**src/rtl/tt_um_uio_regport.sv**
```systemverilog
// Host-strobed register port: 7 RW registers plus a constant ID register on the bidirectional bus.
// Optional write-parity checking is enabled by defining REGPORT_PARITY_EN.
module tt_um_uio_regport (
    input  logic       clk,
    input  logic       rst_n,
    input  logic       ena,
    input  logic [7:0] ui_in,
    output logic [7:0] uo_out,
    input  logic [7:0] uio_in,
    output logic [7:0] uio_out,
    output logic [7:0] uio_oe
);
    localparam int DATA_W = 8;
    localparam logic [DATA_W-1:0] ID_VALUE = 8'hA5;

    typedef enum logic [2:0] {IDLE, WR_ACK, RD_DRV, RD_ACK, TURN} state_t;

    state_t            state;
    logic              stb_p0, stb_p1, stb_p2;
    logic [DATA_W-1:0] regs [0:6];
    logic [DATA_W-1:0] rd_data;
    logic [2:0]        rd_addr;
    logic [2:0]        last_addr;
    logic [2:0]        txn_cnt;
    logic              drive;
    logic              ack;
    logic              err;
    logic              rise;
    logic              rw;
    logic [2:0]        addr;
    logic              par_bad;

    assign rw   = ui_in[1];
    assign addr = ui_in[4:2];
    assign rise = stb_p1 & ~stb_p2;

`ifdef REGPORT_PARITY_EN
    // Even parity across PAR and the 8 data bits.
    assign par_bad = ui_in[5] != ^uio_in;
    logic unused_ok;
    assign unused_ok = &{1'b0, ui_in[7:6]};
`else
    assign par_bad = 1'b0;
    logic unused_ok;
    assign unused_ok = &{1'b0, ui_in[7:5]};
`endif

    function automatic logic [DATA_W-1:0] read_mux(input logic [2:0] a);
        if (a == 3'd7)
            return ID_VALUE;
        return regs[a];
    endfunction

    always_ff @(posedge clk) begin
        if (!rst_n) begin
            stb_p0    <= 1'b0;
            stb_p1    <= 1'b0;
            stb_p2    <= 1'b0;
            state     <= IDLE;
            drive     <= 1'b0;
            ack       <= 1'b0;
            rd_data   <= '0;
            rd_addr   <= '0;
            last_addr <= '0;
            txn_cnt   <= '0;
            err       <= 1'b0;
            for (int i = 0; i < 7; i++)
                regs[i] <= '0;
        end else begin
            // Strobe synchronizer and edge-detect stage
            stb_p0 <= ui_in[0];
            stb_p1 <= stb_p0;
            stb_p2 <= stb_p1;

            if (!ena) begin
                state   <= IDLE;
                drive   <= 1'b0;
                ack     <= 1'b0;
                rd_data <= '0;
            end else begin
                case (state)
                    IDLE: begin
                        if (rise) begin
                            if (rw) begin
                                rd_addr <= addr;
                                rd_data <= read_mux(addr);
                                drive   <= 1'b1;
                                state   <= RD_DRV;
                            end else begin
                                // A parity-failed write is still acked and counted.
                                if (addr != 3'd7 && !par_bad)
                                    regs[addr] <= uio_in;
                                err       <= err | par_bad;
                                ack       <= 1'b1;
                                last_addr <= addr;
                                txn_cnt   <= txn_cnt + 3'd1;
                                state     <= WR_ACK;
                            end
                        end
                    end
                    RD_DRV: begin
                        ack       <= 1'b1;
                        last_addr <= rd_addr;
                        txn_cnt   <= txn_cnt + 3'd1;
                        state     <= RD_ACK;
                    end
                    RD_ACK: begin
                        if (!stb_p1) begin
                            ack     <= 1'b0;
                            drive   <= 1'b0;
                            rd_data <= '0;
                            state   <= TURN;
                        end
                    end
                    TURN: begin
                        state <= IDLE;
                    end
                    WR_ACK: begin
                        if (!stb_p1) begin
                            ack   <= 1'b0;
                            state <= IDLE;
                        end
                    end
                    default: begin
                        state   <= IDLE;
                        drive   <= 1'b0;
                        ack     <= 1'b0;
                        rd_data <= '0;
                    end
                endcase
            end
        end
    end

    assign uo_out  = {txn_cnt, last_addr, err, ack};
    assign uio_oe  = {8{drive}};
    assign uio_out = rd_data;

endmodule

```
**config.mk**
```make
export PLATFORM = sky130hd
export DESIGN_NAME = tt_um_uio_regport
export DESIGN_NICKNAME = d
export VERILOG_FILES = /design/src/rtl/tt_um_uio_regport.sv
export SDC_FILE = /design/constraint.sdc
export NUM_CORES = 1
export LEC_CHECK = 0
export CAP_MARGIN = 20
export CORE_MARGIN = 3
export CORE_UTILIZATION = 30
export CTS_CLUSTER_SIZE = 14
export DETAILED_ROUTE_END_ITERATION = 6
export HOLD_SLACK_MARGIN = 0.02
export PLACE_DENSITY = 0.46
export REMOVE_ABC_BUFFERS = 1
export SYNTH_ARGS = -nofsm -noshare
export SYNTH_HDL_FRONTEND = slang
export SYNTH_SLANG_ARGS = --single-unit
```
**constraint.sdc**
```tcl
create_clock -name clk -period 3.7 [get_ports clk]
set_input_delay 0.74 -clock clk [delete_from_list [all_inputs] [get_ports clk]]
set_output_delay 0.74 -clock clk [all_outputs]
set_load 0.1 [all_outputs]
```
==> flow_summary.json <==
{
  "cts-root-buf": "clkbuf_16",
  "startpoint_type": "input pin",
  "required_ns": 3.69,
  "fin_util": 0.378,
  "viasPerCell": 4.69,
  "power_frac_comb": 0.084,
  "yosys_warnings": 0,
  "crit_type": "input pin to flop",
  "power_leakage_nw": 1.70,
  "cp-endpoint": "regs[2][7]",
  "synth_flop_cell": "edfxtp_1",
  "fin_crit_ns": 2.71,
  "ir_drop_mv": 0.190,
  "cts_setup_buffers": 0,
  "async_flop_share": 0,
  "worst_pin_slew_ns": 0.979,
  "rows": 40,
  "ant_nets": 0,
  "synth-seq-area-share": 0.564,
  "min_path_type": "flop to flop",
  "vias": 2470,
  "grtUsageMet2": 0.217,
  "dr.pass1.iters": 4,
  "grt_pass1_vias": 2467,
  "drtIter0Drc": 168,
  "p_total_mw": 1.98,
  "path_clk_slew_ns": 0.06,
  "clock_latency_ns": 0.34,
  "swShare": 0.246,
  "hold_ws_ns": 0.452,
  "cts_resized": 0,
  "reg2reg_slack_ns": 1.47,
  "grt_max_degree": 23,
  "crit_arrival_ns": 2.71,
  "grt_usage": 0.134,
  "p_int_mw": 1.49,
  "drc": 0,
  "htree_levels": 3,
  "end_kind": "flop",
  "min_period_over_period": 0.734,
  "synthCells": 316,
  "cts_tree": "yes",
  "drt_wl_total_um": 8830,
  "postCtsHoldBufs": 0,
  "dieArea_mm2": 0.0138,
  "syn_area_per_cell_um2": 11.8,
  "start_util": 0.309,
  "max_clock_freq_mhz": 368,
  "r2r-end": "regs[2][7]",
  "final_max_slew_viol_count": 0,
  "syn_area_mm2": 0.00373,
  "met3_usage": 0.0327,
  "dpl_worst_slack_ns": 0.601,
  "r2r_cells": 5,
  "synth_edf_count": 48,
  "grt_overflow": 0,
  "final_nets": 374,
  "die_h_um": 118,
  "r2r-start": "state[1]",
  "synth_cell_types": 45,
  "grt_first_pass_wirelength_um": 14200,
  "num_antenna_cells": 0,
  "final_common_cell": "and2_1",
  "clockBufferDepth": 2,
  "seqPwrFrac": 0.499,
  "cap_viol_max_count": 0,
  "final.setup_skew_ns": 0.00701,
  "io_buffer_count": 38,
  "setup_viol": 0,
  "setup.worst_path.start": "ui_in[1]",
  "hold_viol": 0,
  "slew_headroom": 0.345,
  "numCtsBuffers": 9,
  "io_pins": 43,
  "synthToLayoutAreaGrowth_pct": 22.2,
  "coreArea_mm2": 0.0121,
  "worst_slack_ns": 0.986,
  "hpwl_um": 6160,
  "ys_ff_latch": 81,
  "nFillCells": 1198,
  "use_met1": 0.176,
  "outcome": "finished, final reports clean",
  "cp_max_fo": 9,
  "drive_above_1_share": 0.139,
  "p_sw_uw": 486,
  "power.density_mw_per_mm2": 434,
  "top_usage_layer": "met2",
  "avgRoutedWirePerCell_um": 16.7,
  "antenna_found_initial": 0,
  "place.gp.congestion": 0.779,
  "rsz0062_at_grt": "false",
  "stdcell_area_mm2": 0.00456,
  "die_w_um": 118,
  "layout_common_cells": "55 x and2_1, 48 x edfxtp_1, 38 x clkdlybuf4s50_1",
  "placed_area_mm2": 0.00429,
  "clkPwrFrac": 0.417,
  "cts.sinks": 81
}
[state kept, by name (all words and copies together), names as in the netlist]
signal     cells
last_addr      3
stb_p0         1
stb_p2         1
rd_addr        3
uio_out        8
state          3
ack            1
regs          56
txn_cnt        3
drive          1
stb_p1         1
[worst max-delay path, cell delays in order]
cell,delay (ns)
clkdlybuf4s50_1,0.51
nor4b_4,0.43
nand4b_2,0.28
nor3_2,0.17
buf_4,0.18
nand2b_1,0.38
[power groups by stage]
| stage | clock network (mW) | registers [mW] | logic [mW] |
|---|---|---|---|
| 2_1_floorplan | 0 | 1.03 | 0.0642 |
| 3_3_place_gp | 0 | 1.01 | 0.168 |
| 3_5_place_dp | 0 | 1.01 | 0.169 |
| 4_1_cts | 0.847 | 0.987 | 0.169 |
| 5_1_grt | 0.878 | 0.990 | 0.180 |
| 6_report | 0.824 | 0.987 | 0.166 |
[layout make-up]
| cell class | instances | area [um^2] | share of cell area |
|---|---|---|---|
| Clock inverter | 6 | 41.3 | 0.00906 |
| Sequential cell | 81 | 2100 | 0.461 |
| Inverter | 5 | 18.8 | 0.00412 |
| Tap cell | 168 | 210 | 0.0461 |
| Timing Repair Buffer | 53 | 493 | 0.108 |
| Clock buffer | 10 | 229 | 0.0502 |
| Multi-Input combinational cell | 204 | 1460 | 0.321 |
[stage by stage]
stage | cells | TNS (ns)
2_1_floorplan | 290 | -21.92
3_3_place_gp | 511 | 0
3_5_place_dp | 511 | 0
4_1_cts | 527 | 0
5_1_grt | 527 | 0
6_report | 527 | 0
[layer usage]
layer | share of wire | routed length, um
met1 | 0.48 | 4220
met3 | 0.036 | 321
met2 | 0.47 | 4170
met4 | 0.013 | 115
met5 | 0 | 0
[logic make-up after synthesis]
group | after synthesis | synth area share
xor gates and xnor gates | 2 | 0.00470
and+or+nand+nor | 127 | 0.215
adders and majority gates | 1 | 0.00335
AOI/OAI and AO/OA | 51 | 0.0980
DFF | 81 | 0.564
other | 1 | 0.00101
muxes | 22 | 0.0701
buffers and inverters | 31 | 0.0443
[Yosys cell counts, drive strengths merged, types with 5 or more instances]
| library cell | instances | area, um^2 |
|---|---|---|
| nor2 | 10 | 37.5 |
| a32o | 8 | 80.1 |
| dfxtp | 33 | 661 |
| a22oi | 5 | 37.5 |
| clkbuf | 7 | 26.3 |
| inv | 5 | 18.8 |
| buf | 19 | 120 |
| o21ai | 13 | 65.1 |
| nand2 | 20 | 75.1 |
| and2 | 55 | 344 |
| a21oi | 8 | 40.0 |
| mux2i | 16 | 160 |
| nor3 | 7 | 60.1 |
| nand2b | 6 | 37.5 |
| edfxtp | 48 | 1440 |
| nand3 | 12 | 65.1 |
[worst min-delay path by stage]
stage               depth (start not counted)  slack [ns]    from      to
global route                                1        0.48  stb_p0  stb_p1
detailed placement                          1        0.45  stb_p0  stb_p1
CTS                                         1        0.46  stb_p0  stb_p1
global placement                            1        0.43  stb_p0  stb_p1
floorplan                                   1        0.41  stb_p0  stb_p1
finish                                      1        0.45  stb_p0  stb_p1
No activity file was read; power rests on OpenSTA's default activity.
